$ cat src/rtl/booth_seq_mult_rad4_if.sv
// ---------------------------------------------------------------------------
// booth_seq_mult_rad4_if
// Handshake bundle between operand staging, the radix-4 Booth multiplier and
// the result sink.
//
//   in_valid     staging -> mult   operand pair valid
//   in_ready     mult -> staging   multiplier can accept operands
//   in_a         staging -> mult   multiplicand, unsigned, WA bits
//   in_b         staging -> mult   multiplier, unsigned, WB bits
//   out_valid    mult -> sink      product valid
//   out_ready    sink -> mult      sink accepts product
//   out_product  mult -> sink      unsigned product, WA+WB bits
//   busy         mult -> observer  operation in flight or result pending
//
// master: the side that supplies operands and sinks results.
// slave : the multiplier itself.
// ---------------------------------------------------------------------------
interface booth_seq_mult_rad4_if #(
    parameter int WA = 11,
    parameter int WB = 11
);
    logic               in_valid;
    logic               in_ready;
    logic [WA-1:0]      in_a;
    logic [WB-1:0]      in_b;
    logic               out_valid;
    logic               out_ready;
    logic [WA+WB-1:0]   out_product;
    logic               busy;

    modport master (
        output in_valid, in_a, in_b, out_ready,
        input  in_ready, out_valid, out_product, busy
    );

    modport slave (
        input  in_valid, in_a, in_b, out_ready,
        output in_ready, out_valid, out_product, busy
    );
endinterface

$ cat src/rtl/booth_seq_mult_rad4.sv
// ---------------------------------------------------------------------------
// booth_seq_mult_rad4
// Iterative radix-4 Booth multiplier: unsigned 11-bit A times unsigned WB-bit
// B. One Booth digit of B is scanned per clock through a single
// booth_encoder_rad4 instance; the selected partial product (0, +-A, +-2A) is
// shifted into place and accumulated. The product is presented on a
// valid/ready output and held until the sink takes it.
//
// Ports
//   clk   in   rising-edge clock
//   rst   in   synchronous, active-high reset
//   bus   slave modport of booth_seq_mult_rad4_if
//           in_valid/in_ready/in_a/in_b        operand handshake
//           out_valid/out_ready/out_product    result handshake
//           busy                               high while RUN or DONE
//
// Timing: out_valid rises NDIG edges after the accepting edge; one product
// per NDIG+2 cycles at best (accept, NDIG digit steps, output transfer).
// ---------------------------------------------------------------------------

// Radix-4 Booth digit encoder. Digit {b_next, b_n, b_prev} selects
// 0, +A, +2A, -A or -2A. Negative selections are returned one's-complemented
// with neg=1; the consumer completes the negation by adding neg, so
// {neg, A_out} + neg is the signed 13-bit partial product.
module booth_encoder_rad4 (
    input  logic        b_prev,
    input  logic        b_n,
    input  logic        b_next,
    input  logic [10:0] A,
    output logic [11:0] A_out,
    output logic        neg
);
    always_comb begin
        // NOTE: every output gets a default before the case so no path
        // leaves it unassigned; otherwise a latch would be inferred.
        A_out = '0;
        neg   = 1'b0;
        unique case ({b_next, b_n, b_prev})
            3'b001, 3'b010: A_out = {1'b0, A};
            3'b011:         A_out = {A, 1'b0};
            3'b100: begin
                A_out = ~{A, 1'b0};
                neg   = 1'b1;
            end
            3'b101, 3'b110: begin
                A_out = ~{1'b0, A};
                neg   = 1'b1;
            end
            default: ;  // 000 / 111: digit is zero, neg stays 0
        endcase
    end
endmodule

module booth_seq_mult_rad4 #(
    parameter int WB = 11
) (
    input  logic                  clk,
    input  logic                  rst,
    booth_seq_mult_rad4_if.slave  bus
);
    // Multiplicand width is pinned by the encoder's A port.
    localparam int WA   = 11;
    localparam int NDIG = (WB + 2) / 2;
    localparam int WP   = WA + WB;
    localparam int WX   = 2 * NDIG + 1;          // B with b_prev and zero pad
    localparam int WACC = WP + 3;                // signed accumulator width
    localparam int WCNT = (NDIG > 2) ? $clog2(NDIG) : 1;

    typedef enum logic [1:0] {
        IDLE = 2'd0,
        RUN  = 2'd1,
        DONE = 2'd2
    } state_t;

    state_t            state;
    logic [WA-1:0]     a_q;
    logic [WX-1:0]     bx_q;
    logic [WACC-1:0]   acc;
    logic [WCNT-1:0]   cnt;

    // Current three-bit digit window of bx_q, selected by cnt.
    logic [2:0]        digit;
    logic [11:0]       a_out;
    logic              neg;
    logic [12:0]       pp;
    logic [WACC-1:0]   pp_ext;
    logic [WACC-1:0]   acc_next;

    always_comb begin
        digit = '0;
        for (int d = 0; d < NDIG; d++) begin
            if (cnt == WCNT'(d)) digit = bx_q[2*d +: 3];
        end
    end

    booth_encoder_rad4 u_enc (
        .b_prev (digit[0]),
        .b_n    (digit[1]),
        .b_next (digit[2]),
        .A      (a_q),
        .A_out  (a_out),
        .neg    (neg)
    );

    // {neg, A_out} is the one's complement of the magnitude for negative
    // digits; adding neg turns it into the two's-complement partial product.
    assign pp       = {neg, a_out} + {12'b0, neg};
    assign pp_ext   = {{(WACC-13){pp[12]}}, pp};
    // Accumulator wraps in two's complement; intermediate sums may be
    // negative, the final sum is always in [0, 2^WP).
    assign acc_next = acc + (pp_ext << {cnt, 1'b0});

    always_ff @(posedge clk) begin
        // NOTE: state is updated with non-blocking assignments only, so every
        // register samples pre-edge values regardless of statement order.
        if (rst) begin
            state           <= IDLE;
            bus.in_ready    <= 1'b1;
            bus.out_valid   <= 1'b0;
            bus.busy        <= 1'b0;
            bus.out_product <= '0;
            acc             <= '0;
            cnt             <= '0;
            // NOTE: a_q and bx_q are left out of reset on purpose; they are
            // always loaded on accept before anything reads them.
        end else begin
            unique case (state)
                IDLE: begin
                    if (bus.in_valid) begin
                        a_q          <= bus.in_a;
                        bx_q         <= {{(WX-WB-1){1'b0}}, bus.in_b, 1'b0};
                        acc          <= '0;
                        cnt          <= '0;
                        state        <= RUN;
                        bus.in_ready <= 1'b0;
                        bus.busy     <= 1'b1;
                    end
                end
                RUN: begin
                    acc <= acc_next;
                    cnt <= cnt + WCNT'(1);
                    if (cnt == WCNT'(NDIG - 1)) begin
                        state           <= DONE;
                        bus.out_valid   <= 1'b1;
                        bus.out_product <= acc_next[WP-1:0];
                    end
                end
                DONE: begin
                    // in_valid is not looked at here; a pending operand is
                    // taken on the first IDLE cycle after the transfer.
                    if (bus.out_ready) begin
                        state         <= IDLE;
                        bus.out_valid <= 1'b0;
                        bus.busy      <= 1'b0;
                        bus.in_ready  <= 1'b1;
                    end
                end
                default: begin
                    state         <= IDLE;
                    bus.in_ready  <= 1'b1;
                    bus.out_valid <= 1'b0;
                    bus.busy      <= 1'b0;
                end
            endcase
        end
    end
endmodule

$ cat src/flat_wrapper.sv
// flat-port wrapper written by rule: the top's interface ports become plain ports
module booth_seq_mult_rad4_flat 
#(
    parameter int WB = 11
)
  (clk, rst, bus_in_valid, bus_in_a, bus_in_b, bus_out_ready, bus_in_ready, bus_out_valid, bus_out_product, bus_busy);
  booth_seq_mult_rad4_if #(.WA((11)), .WB(WB)) bus_i ();
  input  logic clk;
  input  logic rst;
  input wire logic [$bits(bus_i.in_valid)-1:0] bus_in_valid;
  input wire logic [$bits(bus_i.in_a)-1:0] bus_in_a;
  input wire logic [$bits(bus_i.in_b)-1:0] bus_in_b;
  input wire logic [$bits(bus_i.out_ready)-1:0] bus_out_ready;
  output wire logic [$bits(bus_i.in_ready)-1:0] bus_in_ready;
  output wire logic [$bits(bus_i.out_valid)-1:0] bus_out_valid;
  output wire logic [$bits(bus_i.out_product)-1:0] bus_out_product;
  output wire logic [$bits(bus_i.busy)-1:0] bus_busy;
  assign bus_i.in_valid = bus_in_valid;
  assign bus_i.in_a = bus_in_a;
  assign bus_i.in_b = bus_in_b;
  assign bus_i.out_ready = bus_out_ready;
  assign bus_in_ready = bus_i.in_ready;
  assign bus_out_valid = bus_i.out_valid;
  assign bus_out_product = bus_i.out_product;
  assign bus_busy = bus_i.busy;
  booth_seq_mult_rad4 #(.WB(WB)) u_core (.clk(clk), .rst(rst), .bus(bus_i));
endmodule
$ cat config.mk
export PLATFORM = sky130hd
export DESIGN_NAME = booth_seq_mult_rad4_flat
export DESIGN_NICKNAME = d
export VERILOG_FILES = /design/src/rtl/booth_seq_mult_rad4_if.sv /design/src/rtl/booth_seq_mult_rad4.sv /design/src/flat_wrapper.sv
export SDC_FILE = /design/constraint.sdc
export NUM_CORES = 1
export LEC_CHECK = 0
export BUFFER_PORTS_ARGS = -buffer_cell sky130_fd_sc_hd__clkbuf_2
export CAP_MARGIN = 30
export CORE_MARGIN = 5
export CORE_UTILIZATION = 45
export CTS_CLUSTER_SIZE = 16
export DETAILED_ROUTE_END_ITERATION = 7
export GPL_TIMING_DRIVEN = 0
export PLACE_DENSITY = 0.62
export SLEW_MARGIN = 20
export SYNTH_ARGS = -nofsm -noshare
export SYNTH_HDL_FRONTEND = slang
export SYNTH_HIERARCHICAL = 1
export SYNTH_SLANG_ARGS = --single-unit
$ cat constraint.sdc
create_clock -name clk -period 16.16 [get_ports clk]
set_clock_uncertainty 0.15 [all_clocks]
set_input_delay 2.424 -clock clk [delete_from_list [all_inputs] [get_ports clk]]
set_output_delay 2.424 -clock clk [all_outputs]
set_load 0.03 [all_outputs]
==> results.tsv <==
stage	metric	value	unit
route	DR vias	4396	
timing	highest clock rate	138	MHz
run	maxcap violations	0	
route	Initial DRC Count	327	
clock_tree	clk sinks	74	
clock_tree	post-CTS sizing	0	
global_route	first-pass GRT wire length	21.1	mm
critical_path	endpoint class of the critical path	flip-flop	
final_layout	most frequent cells in the layout	nor2_1, nand2_1, a21oi_1	
floorplanning	Boundary Pins	51	
global_route	global route total overflow	0	
clock_tree	CTS root buffer	clkbuf_8	
clock_tree	Clock Pin Slew Worst Setup and Hold Paths	0.08	ns
route	first-pass detailed-route iteration total	5	
logic_synthesis	Synth Flop Type	dfxtp_1	
global_route	vias in the first global route	4281	
final_layout	n_diodes	0	
logic_synthesis	EDFF count, synth	22	
critical_path	critical path class	flip-flop to flip-flop	
global_route	antenna violations before repair	0	
route	per-cell routed wire length	16.2	um
min_path	worst hold path depth	2	
route	post-route ant nets	0	
clock_tree	postcts setup bufs	0	
timing	Relative slew margins	44.9	%
timing	final setup fails	0	
logic_synthesis	Netlist cell types	63	
logic_synthesis	Syn Std Cell Area	4910	um^2
logic_synthesis	sequential share of the synthesized area	34.6	%
place	post-DP HPWL	9.73	mm
logic_synthesis	ys async rst share	0	%
clock_tree	Post-CTS Hold Buffers	0	
final_layout	Nets	694	
timing	Max Slew Vio Count	0	
clock_tree	CTS Buf Count	9	
floorplanning	DIE HEIGHT	114	um
critical_path	critical path startpoint category	flip-flop	
outcome	outcome	complete, no violations	
floorplanning	Initial Util	45.7	%
floorplanning	chip width	114	um
floorplanning	row cnt	38	
route	Total Wirelength	12.6	mm
clock_tree	CTS tree	yes	
critical_path	r2r worst-path depth	31	
final_layout	Final Instance Area	5520	um^2
final_layout	leading cell type in the layout, fill and taps excluded	nor2_1	
critical_path	CP max stage delay	0.69	ns
floorplanning	area of the die	13100	um^2
power_and_ir_drop	PD cells	102	nW/um^2
power_and_ir_drop	Max rail drop VDD	0.0000539	V
final_layout	layout cells sized above 1	13.9	%
global_route	largest net degree at the start of global routing	14	
place	dpl cell area	5350	um^2
logic_synthesis	Post-Syn Instances	575	
logic_synthesis	Syn Nets	632	
logic_synthesis	Avg Inst Size Synth	8.54	um^2
route	drc violations	0	
clock_tree	H-tree depth	3	
global_route	GR Util All Layers	20.0	%
floorplanning	core area	10700	um^2
clock_tree	Worst-Skew Late Latency	0.34	ns
critical_path	worst path required time	16.28	ns
critical_path	CP dominant cell by count	a21oi_1	
critical_path	Crit-path slowest cell	o311ai_0	
clock_tree	Clock Path Buffers	2	
route	Vias/cell	5.62	
critical_path	CP arrival	7.38	ns
final_layout	Finished Layout Cells	782	
timing	Final Hold Fails	0	
min_path	Worst Hold Class	flip-flop to flip-flop	
place	GPL Wtd Cong	0.877	
timing	setup TNS	0	ns
final_layout	Area growth, synth to finish	12.4	%
place	I/O Buffers	50	
timing	Slew @ Worst Pin	0.817	ns
power_and_ir_drop	Lkg Pwr	2.28	nW
timing	Final min period	7.26	ns
logic_synthesis	Yosys warning count	6	
logic_synthesis	Seq cells post-synth	74	
timing	Tcrit/Tclk final	44.9	%
timing	RSZ-0062 raised after global routing	no	
place	placed instance count	766	
critical_path	CP Max Fanout	11	
==> synthesized netlist by cell type, types with 2 or more instances <==
cell | n | share of area [%]
nor2_1 | 67 | 5.1
nand2_1 | 65 | 5.0
a21oi_1 | 55 | 5.6
dfxtp_1 | 52 | 21
ha_1 | 30 | 7.6
a22oi_1 | 22 | 3.4
edfxtp_1 | 22 | 13
xnor2_1 | 22 | 3.9
clkbuf_1 | 21 | 1.6
xor2_1 | 19 | 3.4
nand3_1 | 17 | 1.7
o21ai_0 | 16 | 1.6
inv_1 | 12 | 0.92
a21o_1 | 11 | 1.7
a22o_1 | 10 | 1.8
o21ai_1 | 10 | 1.0
a31oi_1 | 9 | 1.1
mux2i_1 | 6 | 1.2
nor3_1 | 6 | 0.61
and2_1 | 5 | 0.64
and3_1 | 5 | 0.64
nand2b_1 | 5 | 0.64
nor2b_1 | 5 | 0.64
o21a_1 | 5 | 0.76
a211oi_1 | 4 | 0.61
buf_6 | 4 | 0.92
clkbuf_8 | 4 | 1.1
nand3b_1 | 4 | 0.61
nand4_1 | 4 | 0.51
nand4b_1 | 4 | 0.71
o211ai_1 | 4 | 0.61
or4_1 | 4 | 0.61
a32oi_1 | 3 | 0.54
o21bai_1 | 3 | 0.46
o22ai_1 | 3 | 0.38
o311ai_0 | 3 | 0.54
o31ai_1 | 3 | 0.46
a21boi_0 | 2 | 0.31
buf_2 | 2 | 0.20
mux2_2 | 2 | 0.46
nor3b_1 | 2 | 0.31
nor4_1 | 2 | 0.25
==> power breakdown <==
| group | total [W] | internal (W) | switching [W] |
|---|---|---|---|
| clock | 0.000131 | 0.0000597 | 0.0000715 |
| sequential | 0.000208 | 0.000201 | 0.00000710 |
| combinational | 0.000222 | 0.0000840 | 0.000138 |
==> routing by layer <==
layer	track usage (%)	vias up	wire length, um
met5	0	-	0
met4	7.84	0	306
met3	2.38	19	583
met2	30.7	121	5660
met1	28.5	2034	6090
li1	-	2222	-
==> final cells by class <==
class | instances | area, um^2
plain buffers | 32 | 196
clock buffers | 11 | 141
clock inverters | 5 | 30.0
fillers | 1090 | 5230
inverters | 12 | 45.0
multi-input cells | 457 | 2970
flip-flops and latches | 74 | 1700
well taps | 140 | 175
repair buffers | 51 | 258
==> worst paths after layout <==
kind                              start                    endpoint  slack (ns)
min          u_core/bus.out_product[17]  u_core/bus.out_product[17]        0.31
max                       u_core/cnt[0]  u_core/bus.out_product[19]        8.90
max reg2reg               u_core/cnt[0]  u_core/bus.out_product[19]        8.90
min reg2reg  u_core/bus.out_product[17]  u_core/bus.out_product[17]        0.31
==> sequential cells by signal, summed over array words and instances (netlist names), 2 cells and up <==
signal	flops
u_core/bus.out_product	22
u_core/acc	22
u_core/a_q	11
u_core/cnt	3
u_core/state	2
u_core/bx_q	11
==> cell families after synthesis <==
family | Yosys count | share of synthesized area, %
mux | 9 | 2.14
simple gates | 200 | 18.9
flops | 74 | 34.6
compound gates | 174 | 23.1
fa+ha+maj | 31 | 8.05
xor+xnor | 43 | 8.20
buf+inv | 44 | 4.92
==> worst max-delay path, delay by kind of cell, from the launching register on <==
| kind | cells | cell delay (ns) |
|---|---|---|
| flip-flops | 1 | 0.40 |
| XOR/XNOR | 1 | 0.35 |
| multiplexers | 2 | 0.45 |
| AND/OR/NAND/NOR | 10 | 1.57 |
| buffers and inverters | 4 | 0.82 |
| AO/OA/AOI/OAI | 11 | 2.52 |
| adder cells (fa/ha/maj) | 3 | 0.93 |
==> stage by stage <==
stage | utilization [%] | hold WS, ns | total power, W | setup slack [ns]
2_1_floorplan | - | 0.291 | 0.000378 | 10.08
3_3_place_gp | 49.7 | 0.296 | 0.000427 | 9.03
3_5_place_dp | 49.8 | 0.301 | 0.000429 | 8.99
4_1_cts | 51.4 | 0.312 | 0.000564 | 8.94
5_1_grt | 51.4 | 0.336 | 0.000602 | 8.06
6_report | 51.4 | 0.310 | 0.000561 | 8.90
No activity file was read; power rests on OpenSTA's default activity.
